===== src/rtl/hazard_ctrl_pkg.sv =====
// Shared definitions for the MIPS pipeline control blocks: FSM encoding,
// register constants and a small saturating-increment helper.
package mips_ctrl_pkg;

    typedef enum logic [1:0] {
        ST_RUN      = 2'd0,
        ST_MEM_WAIT = 2'd1,
        ST_MEM_ERR  = 2'd2
    } hz_state_e;

    localparam logic [4:0] REG_ZERO   = 5'd0;
    localparam int         WAIT_CNT_W = 8;

    function automatic logic [WAIT_CNT_W-1:0] sat_inc(input logic [WAIT_CNT_W-1:0] v);
        return (v == {WAIT_CNT_W{1'b1}}) ? v : v + 1'b1;
    endfunction

endpackage


===== src/rtl/hazard_ctrl_if.sv =====
// Hazard-controller bundle: pipeline status in, per-stage stall/flush out.
// The slave side is the controller; the master side is the pipeline.
interface hazard_ctrl_if;
    logic [4:0] instrRs_D;
    logic [4:0] instrRt_D;
    logic       usesRt_D;
    logic       readsHiLo_D;
    logic       branchTaken_D;
    logic [4:0] writeReg_E;
    logic       regWrite_E;
    logic       memToReg_E;
    logic       mduStart_E;
    logic       memReq_M;
    logic       memReady_M;
    logic       stall_F;
    logic       stall_D;
    logic       stall_E;
    logic       stall_M;
    logic       flush_D;
    logic       flush_E;
    logic       flush_M;
    logic       flush_WB;
    logic       mduBusy;
    logic       memTimeout;

    modport master (
        output instrRs_D, instrRt_D, usesRt_D, readsHiLo_D, branchTaken_D,
               writeReg_E, regWrite_E, memToReg_E, mduStart_E,
               memReq_M, memReady_M,
        input  stall_F, stall_D, stall_E, stall_M,
               flush_D, flush_E, flush_M, flush_WB, mduBusy, memTimeout
    );

    modport slave (
        input  instrRs_D, instrRt_D, usesRt_D, readsHiLo_D, branchTaken_D,
               writeReg_E, regWrite_E, memToReg_E, mduStart_E,
               memReq_M, memReady_M,
        output stall_F, stall_D, stall_E, stall_M,
               flush_D, flush_E, flush_M, flush_WB, mduBusy, memTimeout
    );
endinterface


===== src/rtl/hazard_ctrl_mdu_busy_ctr.sv =====
// Loadable 4-bit down-counter tracking mult/div occupancy; busy while nonzero.
module mdu_busy_ctr #(
    parameter int LATENCY = 4
) (
    input  logic clk,
    input  logic rst_n,
    input  logic load_i,
    output logic busy_o
);
    logic [3:0] cnt_q, cnt_d;

    always_comb begin
        cnt_d = cnt_q;
        if (load_i)
            cnt_d = 4'(LATENCY);
        else if (cnt_q != 4'd0)
            cnt_d = cnt_q - 4'd1;
    end

    always_ff @(posedge clk or negedge rst_n) begin
        if (!rst_n)
            cnt_q <= 4'd0;
        else
            cnt_q <= cnt_d;
    end

    assign busy_o = (cnt_q != 4'd0);
endmodule


===== src/rtl/hazard_ctrl.sv =====
// Stall/flush controller for hazards the forwarding network cannot cover:
// load-use, HI/LO occupancy, data-memory wait/timeout and taken branches.
//
// state       | meaning
// ------------+-----------------------------------------------------------
// ST_RUN      | no memory access outstanding beyond the current cycle
// ST_MEM_WAIT | data memory access pending, counting wait cycles
// ST_MEM_ERR  | memory timed out; pipeline frozen until reset
module hazard_ctrl
    import mips_ctrl_pkg::*;
#(
    parameter int MDU_LATENCY = 4,
    parameter int MEM_TIMEOUT = 16
) (
    input logic           clk,
    input logic           rst_n,
    hazard_ctrl_if.slave  hz
);
    hz_state_e             state_q, state_d;
    logic [WAIT_CNT_W-1:0] wait_cnt_q, wait_cnt_d;

    logic mdu_busy, mdu_load;
    logic mem_err, mem_stall, mdu_struct, load_use, hilo;
    logic stall_f, stall_d, stall_e, stall_m;
    logic flush_d, flush_e, flush_m, flush_wb;

    always_comb begin
        state_d    = state_q;
        wait_cnt_d = wait_cnt_q;
        unique case (state_q)
            ST_RUN: begin
                wait_cnt_d = '0;
                if (hz.memReq_M && !hz.memReady_M)
                    state_d = ST_MEM_WAIT;
            end
            ST_MEM_WAIT: begin
                wait_cnt_d = sat_inc(wait_cnt_q);
                if (hz.memReady_M)
                    state_d = ST_RUN;
                else if (wait_cnt_d == WAIT_CNT_W'(MEM_TIMEOUT))
                    state_d = ST_MEM_ERR;
            end
            ST_MEM_ERR: ;
            default: state_d = ST_RUN;
        endcase
    end

    always_ff @(posedge clk or negedge rst_n) begin
        if (!rst_n) begin
            state_q    <= ST_RUN;
            wait_cnt_q <= '0;
        end else begin
            state_q    <= state_d;
            wait_cnt_q <= wait_cnt_d;
        end
    end

    assign mem_err   = (state_q == ST_MEM_ERR);
    assign mem_stall = ((state_q == ST_RUN) && hz.memReq_M && !hz.memReady_M) ||
                       ((state_q == ST_MEM_WAIT) && !hz.memReady_M);
    assign mdu_struct = hz.mduStart_E && mdu_busy;
    assign hilo       = hz.readsHiLo_D && mdu_busy;
    assign load_use   = hz.regWrite_E && hz.memToReg_E && (hz.writeReg_E != REG_ZERO) &&
                        ((hz.writeReg_E == hz.instrRs_D) ||
                         (hz.usesRt_D && (hz.writeReg_E == hz.instrRt_D)));

    // Priority chain; every branch above the branch flush holds decode, so
    // flush_D only ever fires for an unstalled decode.
    always_comb begin
        stall_f  = 1'b0;
        stall_d  = 1'b0;
        stall_e  = 1'b0;
        stall_m  = 1'b0;
        flush_d  = 1'b0;
        flush_e  = 1'b0;
        flush_m  = 1'b0;
        flush_wb = 1'b0;
        if (mem_err || mem_stall) begin
            stall_f  = 1'b1;
            stall_d  = 1'b1;
            stall_e  = 1'b1;
            stall_m  = 1'b1;
            flush_wb = 1'b1;
        end else if (mdu_struct) begin
            stall_f = 1'b1;
            stall_d = 1'b1;
            stall_e = 1'b1;
            flush_m = 1'b1;
        end else if (load_use || hilo) begin
            stall_f = 1'b1;
            stall_d = 1'b1;
            flush_e = 1'b1;
        end else if (hz.branchTaken_D) begin
            flush_d = 1'b1;
        end
    end

    assign mdu_load = hz.mduStart_E && !stall_e && !mdu_busy;

    mdu_busy_ctr #(
        .LATENCY (MDU_LATENCY)
    ) u_mdu_busy_ctr (
        .clk    (clk),
        .rst_n  (rst_n),
        .load_i (mdu_load),
        .busy_o (mdu_busy)
    );

    // Gated by rst_n so the pipeline sees no stall or bubble while in reset,
    // even if upstream stages still present a hazard.
    assign hz.stall_F    = rst_n && stall_f;
    assign hz.stall_D    = rst_n && stall_d;
    assign hz.stall_E    = rst_n && stall_e;
    assign hz.stall_M    = rst_n && stall_m;
    assign hz.flush_D    = rst_n && flush_d;
    assign hz.flush_E    = rst_n && flush_e;
    assign hz.flush_M    = rst_n && flush_m;
    assign hz.flush_WB   = rst_n && flush_wb;
    assign hz.mduBusy    = mdu_busy;
    assign hz.memTimeout = mem_err;
endmodule

===== src/flat_wrapper.sv =====
// flat-port wrapper written by rule: the top's interface ports become plain ports
module hazard_ctrl_flat import mips_ctrl_pkg::*;
#(
    parameter int MDU_LATENCY = 4,
    parameter int MEM_TIMEOUT = 16
)
  (clk, rst_n, hz_instrRs_D, hz_instrRt_D, hz_usesRt_D, hz_readsHiLo_D, hz_branchTaken_D, hz_writeReg_E, hz_regWrite_E, hz_memToReg_E, hz_mduStart_E, hz_memReq_M, hz_memReady_M, hz_stall_F, hz_stall_D, hz_stall_E, hz_stall_M, hz_flush_D, hz_flush_E, hz_flush_M, hz_flush_WB, hz_mduBusy, hz_memTimeout);
  hazard_ctrl_if hz_i ();
  input logic clk;
  input logic rst_n;
  input wire logic [$bits(hz_i.instrRs_D)-1:0] hz_instrRs_D;
  input wire logic [$bits(hz_i.instrRt_D)-1:0] hz_instrRt_D;
  input wire logic [$bits(hz_i.usesRt_D)-1:0] hz_usesRt_D;
  input wire logic [$bits(hz_i.readsHiLo_D)-1:0] hz_readsHiLo_D;
  input wire logic [$bits(hz_i.branchTaken_D)-1:0] hz_branchTaken_D;
  input wire logic [$bits(hz_i.writeReg_E)-1:0] hz_writeReg_E;
  input wire logic [$bits(hz_i.regWrite_E)-1:0] hz_regWrite_E;
  input wire logic [$bits(hz_i.memToReg_E)-1:0] hz_memToReg_E;
  input wire logic [$bits(hz_i.mduStart_E)-1:0] hz_mduStart_E;
  input wire logic [$bits(hz_i.memReq_M)-1:0] hz_memReq_M;
  input wire logic [$bits(hz_i.memReady_M)-1:0] hz_memReady_M;
  output wire logic [$bits(hz_i.stall_F)-1:0] hz_stall_F;
  output wire logic [$bits(hz_i.stall_D)-1:0] hz_stall_D;
  output wire logic [$bits(hz_i.stall_E)-1:0] hz_stall_E;
  output wire logic [$bits(hz_i.stall_M)-1:0] hz_stall_M;
  output wire logic [$bits(hz_i.flush_D)-1:0] hz_flush_D;
  output wire logic [$bits(hz_i.flush_E)-1:0] hz_flush_E;
  output wire logic [$bits(hz_i.flush_M)-1:0] hz_flush_M;
  output wire logic [$bits(hz_i.flush_WB)-1:0] hz_flush_WB;
  output wire logic [$bits(hz_i.mduBusy)-1:0] hz_mduBusy;
  output wire logic [$bits(hz_i.memTimeout)-1:0] hz_memTimeout;
  assign hz_i.instrRs_D = hz_instrRs_D;
  assign hz_i.instrRt_D = hz_instrRt_D;
  assign hz_i.usesRt_D = hz_usesRt_D;
  assign hz_i.readsHiLo_D = hz_readsHiLo_D;
  assign hz_i.branchTaken_D = hz_branchTaken_D;
  assign hz_i.writeReg_E = hz_writeReg_E;
  assign hz_i.regWrite_E = hz_regWrite_E;
  assign hz_i.memToReg_E = hz_memToReg_E;
  assign hz_i.mduStart_E = hz_mduStart_E;
  assign hz_i.memReq_M = hz_memReq_M;
  assign hz_i.memReady_M = hz_memReady_M;
  assign hz_stall_F = hz_i.stall_F;
  assign hz_stall_D = hz_i.stall_D;
  assign hz_stall_E = hz_i.stall_E;
  assign hz_stall_M = hz_i.stall_M;
  assign hz_flush_D = hz_i.flush_D;
  assign hz_flush_E = hz_i.flush_E;
  assign hz_flush_M = hz_i.flush_M;
  assign hz_flush_WB = hz_i.flush_WB;
  assign hz_mduBusy = hz_i.mduBusy;
  assign hz_memTimeout = hz_i.memTimeout;
  hazard_ctrl #(.MDU_LATENCY(MDU_LATENCY), .MEM_TIMEOUT(MEM_TIMEOUT)) u_core (.clk(clk), .rst_n(rst_n), .hz(hz_i));
endmodule

===== config.mk =====
export PLATFORM = sky130hd
export DESIGN_NAME = hazard_ctrl_flat
export DESIGN_NICKNAME = d
export VERILOG_FILES = /design/src/rtl/hazard_ctrl_pkg.sv /design/src/rtl/hazard_ctrl_if.sv /design/src/rtl/hazard_ctrl_mdu_busy_ctr.sv /design/src/rtl/hazard_ctrl.sv /design/src/flat_wrapper.sv
export SDC_FILE = /design/constraint.sdc
export NUM_CORES = 1
export LEC_CHECK = 0
export BUFFER_PORTS_ARGS = -buffer_cell sky130_fd_sc_hd__buf_2
export CORE_MARGIN = 4
export CORE_UTILIZATION = 45
export DETAILED_ROUTE_END_ITERATION = 8
export HOLD_SLACK_MARGIN = 0.08
export PLACE_DENSITY = 0.71
export SLEW_MARGIN = 0
export SYNTH_ARGS = -nofsm -noshare
export SYNTH_HDL_FRONTEND = slang
export SYNTH_SLANG_ARGS = --single-unit
export TNS_END_PERCENT = 20

===== constraint.sdc =====
create_clock -name clk -period 2.1 [get_ports clk]
set_input_delay 0.315 -clock clk [delete_from_list [all_inputs] [get_ports clk]]
set_output_delay 0.315 -clock clk [all_outputs]
set_load 0.02 [all_outputs]

==> results of run 1 <==
==> critical path: stages (launching register included) <==
cell	delay [ps]
dfrtp_1	390
or2_2	330
a21oi_4	150
a21boi_4	220
and4_1	210
buf_4	140
==> timing repair <==
action | CTS | global route
setup buffers | 1 | 0
endpoints found under the hold margin | 14 | 0
resized for setup | 8 | 7
hold buffers | 1 | 0
pin swaps | 2 | 1
cloned | 0 | 0
setup endpoints to repair | 5 | 7
==> power by group <==
group          switching [mW]  total, mW  internal (mW)
clock network          0.0818      0.187          0.105
logic                   0.180      0.355          0.176
registers              0.0439      0.360          0.316
==> cells in the mapped netlist (2+ instances only) <==
| cell type | count |
|---|---|
| dfrtp_1 | 14 |
| a21o_1 | 3 |
| ha_1 | 2 |
| xor2_1 | 9 |
| nor2_1 | 11 |
| a21oi_1 | 12 |
| buf_6 | 3 |
| o21a_1 | 2 |
| mux2i_1 | 3 |
| nand3_1 | 4 |
| a31oi_1 | 3 |
| xnor2_1 | 2 |
| o21ai_0 | 3 |
| o211ai_1 | 2 |
| buf_4 | 2 |
| nor2b_1 | 2 |
| o31ai_1 | 2 |
| nor3_1 | 5 |
| nor4_1 | 2 |
| nand2_1 | 8 |
| inv_1 | 6 |
==> state kept, by name (all words and copies together) (netlist names) <==
name                         cells
u_core.u_mdu_busy_ctr.cnt_q      4
u_core.state_q                   2
u_core.wait_cnt_q                8
==> through the flow <==
stage,util [%],setup slack [ps],std cells
after floorplan,-,3.80,124
after global placement,56.7,62.4,185
after detailed placement,56.7,59.1,185
after CTS,60.7,11.4,191
after global routing,61.8,-32.6,191
final,61.8,71.6,191
==> metal layers <==
| metal | GRT usage (%) | share of wire [%] | up-vias |
|---|---|---|---|
| met2 | 26.1 | 46 | 42 |
| met3 | 3.17 | 7.1 | 6 |
| met1 | 19.3 | 45 | 466 |
| met5 | 0 | 0 | - |
| li1 | - | - | 532 |
| met4 | 5.96 | 2.2 | 0 |
==> final timing paths <==
kind / startpoint / end / slack, ps / cells after the start
min reg2reg: u_core.u_mdu_busy_ctr.cnt_q[1]$_DFFE_PN0P_ / u_core.u_mdu_busy_ctr.cnt_q[1]$_DFFE_PN0P_ / 550 / 2
max: u_core.state_q[0]$_DFFE_PN0P_ / hz_flush_D / 70 / 5
min in group asynchronous: rst_n / u_core.wait_cnt_q[7]$_DFFE_PN0P_ / 500 / 2
max reg2reg: u_core.wait_cnt_q[0]$_DFFE_PN0P_ / u_core.state_q[1]$_DFFE_PN0P_ / 210 / 6
min: hz_memReady_M / u_core.state_q[0]$_DFFE_PN0P_ / 340 / 4
max in group asynchronous: rst_n / u_core.u_mdu_busy_ctr.cnt_q[3]$_DFFE_PN0P_ / 1330 / 2
==> layout make-up <==
type	count	share of cell area (%)
multi-input cells	99	52.2
flip-flops and latches	14	25.1
repair buffers	40	16.0
clock buffers	4	2.60
well taps	28	2.51
inverters	6	1.62
==> cells by family (layout without fill, tap and decap cells) <==
family                     after synthesis  count (layout)  synth area share [%]
DFF                                     14              14                  32.2
AOI/OAI and AO/OA                       35              35                  20.9
muxes                                    4               4                  4.14
adders and majority gates                2               2                  2.30
buffers and inverters                   11              50                  6.56
xor gates and xnor gates                11              11                  8.86
and+or+nand+nor                         47              47                  25.0
==> results.json, run 1 <==
{
  "worst_slew_pin_slew_ps": 373,
  "setup_viol": 0,
  "final_nets": 191,
  "postPlaceCellArea_um2": 1280,
  "crit_path_end_kind": "output port",
  "regArea_um2": 350,
  "gr-usage-all-layers_pct": 15.5,
  "synth.cell_area_um2": 1090,
  "multi_input_area_um2": 727,
  "vias_per_cell": 5.48,
  "clkTransAtPathRegs_ps": 80,
  "htreeDepth": 1,
  "period_minus_slack_ps": 2030,
  "maxSlewHeadroom_pct": 75.2,
  "drive_above_1_share_pct": 37.4,
  "worst-endpoint-required_ps": 1780,
  "overflow": 0,
  "clk_latency_ps": 270,
  "async_reset_ff_share_pct": 100,
  "arrival_ps": 1710,
  "tns_ps": 0,
  "power_mw": 0.902,
  "rsz0062_at_grt": "true",
  "dr_total_vias": 1046,
  "ir_drop_mv": 0.730,
  "fp.dieW_um": 57.2,
  "fin_crit_sh_pct": 96.6,
  "layout_commonest_cell": "buf_2",
  "worstSetupPathType": "register to output port",
  "syn_avg_cell_area_um2": 8.77,
  "numCtsBuffers": 3,
  "area_delta_synth_final_pct": 28.2,
  "clk_path_buf_depth": 2,
  "synth_cells": 124,
  "yosys.area.top_type_share_pct": 32.2,
  "grt_max_degree": 21,
  "wl_per_cell_um": 12.9,
  "synth_nets": 151,
  "ios": 35,
  "min_path_type": "primary input to register",
  "drt-total-wl_mm": 2.46,
  "ant_nets": 0,
  "die_h_um": 57.2,
  "portBuffers": 34,
  "finalMaxSlewViolations": 0,
  "whs_ps": 341,
  "yosysWarnings": 0,
  "cap_violations": 0,
  "synth_flop_cell": "dfrtp_1",
  "coreArea_um2": 2250,
  "status": "finished clean",
  "synthTopCellsByArea": "dfrtp_1, xor2_1, a21oi_1",
  "ys_seq_area_share_pct": 32.2,
  "firstDrtPassIters": 4,
  "max_freq_mhz": 493,
  "post-route-drc-count": 0,
  "grt_pass1_wl_mm": 4.09,
  "diodes": 0,
  "synth_seq_cells": 14,
  "first_global_vias": 1013,
  "antenna_found_initial": 0,
  "num_rows": 17,
  "dieArea_um2": 3270,
  "yosysUniqueCellTypes": 45,
  "cts_tree": "yes",
  "p_per_area_nw_per_um2": 647,
  "hpwl_mm": 1.93,
  "crit_fanout": 4,
  "finalClockSkew_ps": 3.52,
  "drt_iter0_markers": 16,
  "root_buffer": "clkbuf_4",
  "initial_core_util_pct": 48.2,
  "synth_edf_count": 0,
  "cts_sinks": 14,
  "start_kind": "register",
  "num-fill-cells": 199,
  "p_leak_nw": 0.651,
  "hold_viol_final": 0,
  "gp_congestion": 0.818,
  "final_cell_mix": "buf_2, dfrtp_1, nor2_1, a21oi_1, xor2_1",
  "final_area_um2": 1390,
  "synth_top_area_cell": "dfrtp_1"
}
Power figures use the tool's default switching activity.
==> run 2: changes to the inputs <==
- ABC_AREA: unset -> 1
- CORE_UTILIZATION: 45 -> 46
- PLACE_DENSITY: 0.71 -> 0.72
==> run 2 against run 1 <==
  * Register-to-register slack improved by 290 ps
  * Wire length rose by 5.0%
  * First-iteration DRC count rose to 2.6 times the previous value
  * Final area fell by 0.45%
  * Power fell by 40%
  * Sequential cell count did not move
  * Via count rose by 14%
  * Combinational power fell by 78%
  * Clock power barely moved
  * Critical path type unchanged
  * Largest cell class unchanged
  * Largest power group unchanged
  * Highest routed layer unchanged
==> results.json, run 2 <==
{
  "status": "finished clean",
  "finalClockSkew_ps": 1.50,
  "postPlaceCellArea_um2": 1320,
  "ir_drop_mv": 0.428,
  "cts_sinks": 14,
  "tns_ps": 0,
  "portBuffers": 34,
  "crit_path_end_kind": "output port",
  "worstSetupPathType": "register to output port",
  "worst-path-buf-inv": 3,
  "cts_tree": "yes",
  "ys_seq_area_share_pct": 30.9,
  "synth.most_common_cell": "nand2_1",
  "synth_cells": 172,
  "root_buffer": "clkbuf_4",
  "dr_total_vias": 1189,
  "layout_commonest_cell": "nand2_1",
  "ios": 35,
  "first_global_vias": 1095,
  "reg2reg_from": "u_core.wait_cnt_q[0]$_DFFE_PN0P_",
  "fin_crit_sh_pct": 93.0,
  "cp_top_family": "simple AND/OR/NAND/NOR gates",
  "p_leak_nw": 0.792,
  "grt_pass1_wl_mm": 4.32,
  "cts_setup_buffers": 0,
  "coreArea_um2": 2280,
  "reg.largest.list": "u_core.wait_cnt_q (8), u_core.u_mdu_busy_ctr.cnt_q (4), u_core.state_q (2)",
  "worst-endpoint-required_ps": 1780,
  "maxSlewHeadroom_pct": 84.6,
  "synth_seq_cells": 14,
  "synth_common_cells": "nand2_1, inv_1, nor2_1, dfrtp_1, nand3_1",
  "initial_core_util_pct": 49.8,
  "hpwl_mm": 2.09,
  "largest_reg_flops": 8,
  "hp-start": "hz_memReady_M",
  "synth_edf_count": 0,
  "numCtsBuffers": 3,
  "multi_input_area_um2": 663,
  "period_minus_slack_ps": 1950,
  "clk_path_buf_depth": 2,
  "synth.cell_area_um2": 1130,
  "firstDrtPassIters": 4,
  "yosysUniqueCellTypes": 26,
  "path_cells": "inv_1 > ha_4 > nand3_2 > nand2_1 > nand2_1 > inv_1 > nand3_1 > nor2_1 > buf_4",
  "area_delta_synth_final_pct": 22.5,
  "clk_latency_ps": 280,
  "antenna_found_initial": 0,
  "ant_nets": 0,
  "whs_ps": 328,
  "min_path_type": "primary input to register",
  "critical-path-max-stage-delay_ps": 370,
  "finalMaxSlewViolations": 0,
  "crit_path_top_delay_cell": "dfrtp_1",
  "cap_violations": 0,
  "drt-total-wl_mm": 2.58,
  "ff2ff_path_depth": 11,
  "synth_flop_cell": "dfrtp_1",
  "async_reset_ff_share_pct": 100,
  "yosys.area.top_type_share_pct": 30.9,
  "clkTransAtPathRegs_ps": 80,
  "gp_congestion": 0.824,
  "grt_max_degree": 11,
  "synthTopCellsByArea": "dfrtp_1, nand2_1, inv_1",
  "syn_avg_cell_area_um2": 6.58,
  "arrival_ps": 1640,
  "worst_slew_pin_slew_ps": 230,
  "min_to": "u_core.state_q[0]$_DFFE_PN0P_",
  "htreeDepth": 1,
  "fp.dieW_um": 57.6,
  "dp.cells": 232,
  "post-route-drc-count": 0,
  "yosysWarnings": 0,
  "gr-usage-all-layers_pct": 15.9,
  "max_freq_mhz": 512,
  "drive_above_1_share_pct": 29.2,
  "diodes": 0,
  "hold_viol_final": 0,
  "num-fill-cells": 210,
  "final_area_um2": 1390,
  "setup_viol": 0,
  "dieArea_um2": 3320,
  "wl_per_cell_um": 10.9,
  "start_kind": "register",
  "drt_iter0_markers": 42,
  "p_per_area_nw_per_um2": 387,
  "final_nets": 237,
  "hold_depth": 4,
  "top_register": "u_core.wait_cnt_q",
  "instances_no_fill": 237,
  "num_rows": 17,
  "synth_nets": 199,
  "die_h_um": 57.6,
  "vias_per_cell": 5.02,
  "r2r_slack_ps": 500,
  "final_cell_mix": "nand2_1, buf_2, inv_1",
  "regArea_um2": 350,
  "crit_fanout": 5,
  "reg2reg_to": "u_core.state_q[0]$_DFFE_PN0P_",
  "synth_top_area_cell": "dfrtp_1",
  "overflow": 0
}
==> run 2: cell count changes after synthesis, sizes merged, moves of 4 or more <==
| cell | before | now |
|---|---|---|
| o21ai | 3 | 11 |
| nand2 | 8 | 49 |
| nor3 | 5 | 1 |
| a21oi | 12 | 3 |
| nor2 | 11 | 25 |
| o22ai | 1 | 6 |
| nand3 | 5 | 14 |
| inv | 6 | 29 |
==> run 2: logic make-up (layout without fill, tap and decap cells) <==
| group | after synthesis | after routing | share of synthesized area, % |
|---|---|---|---|
| fa+ha+maj | 2 | 2 | 2.21 |
| buf+inv | 33 | 70 | 12.3 |
| compound gates | 21 | 21 | 10.5 |
| flops | 14 | 14 | 30.9 |
| simple gates | 94 | 94 | 37.9 |
| xor+xnor | 8 | 8 | 6.19 |
==> run 2: worst reg2reg max path: stages (launching register included) <==
cell,delay [ps]
dfrtp_1,420
ha_1,270
nand2_2,120
nor2_4,50
nand2_4,90
inv_2,60
nor2_2,110
nand2_1,70
nor2_2,140
nand2_1,60
nand2_1,50
nand2_1,50
==> run 2: repair_timing <==
item	CTS	global route
endpoints found under the hold margin	5	0
gates resized for setup	0	5
endpoints found under the setup margin	0	3
hold buffers	1	0
==> run 2: stage by stage <==
stage	worst slack, ps	utilization (%)	power (mW)
2_1_floorplan	69.5	-	0.310
3_3_place_gp	442	58.1	0.349
3_5_place_dp	374	58.1	0.351
4_1_cts	57.6	60.1	0.544
5_1_grt	-21.7	61.0	0.560
6_report	147	61.0	0.537
==> run 2: layer usage <==
metal	share of wire, %	up-vias	GRT usage [%]
li1	-	614	-
met3	7.0	5	2.45
met2	49	39	28.2
met4	1.5	0	5.96
met1	42	531	19.3
met5	0	-	0
==> run 2: cell type report <==
class,instances,share of cell area [%]
Multi-Input combinational cell,125,47.8
Clock buffer,4,2.61
Sequential cell,14,25.2
Tap cell,28,2.52
Inverter,30,8.12
Timing Repair Buffer,36,13.7
==> run 2: power by group <==
part | switching, mW | total [mW] | internal, mW
logic | 0.0423 | 0.0775 | 0.0352
registers | 0 | 0.269 | 0.269
clock network | 0.0847 | 0.190 | 0.105
total | 0.127 | 0.537 | 0.410
==> run 2: how the worst max path moves through the flow <==
| stage | endpoint | cells after the start | from | slack (ps) |
|---|---|---|---|---|
| final | hz_flush_D | 9 | u_core.u_mdu_busy_ctr.cnt_q[1]$_DFFE_PN0P_ | 150 |
| after CTS | hz_flush_D | 9 | u_core.u_mdu_busy_ctr.cnt_q[0]$_DFFE_PN0P_ | 60 |
| after global routing | hz_flush_D | 9 | u_core.u_mdu_busy_ctr.cnt_q[1]$_DFFE_PN0P_ | -20 |
| after floorplan | hz_stall_F | 10 | u_core.u_mdu_busy_ctr.cnt_q[0]$_DFFE_PN0P_ | 70 |
| after detailed placement | hz_flush_D | 9 | u_core.u_mdu_busy_ctr.cnt_q[0]$_DFFE_PN0P_ | 370 |
| after global placement | hz_flush_D | 9 | u_core.u_mdu_busy_ctr.cnt_q[0]$_DFFE_PN0P_ | 440 |
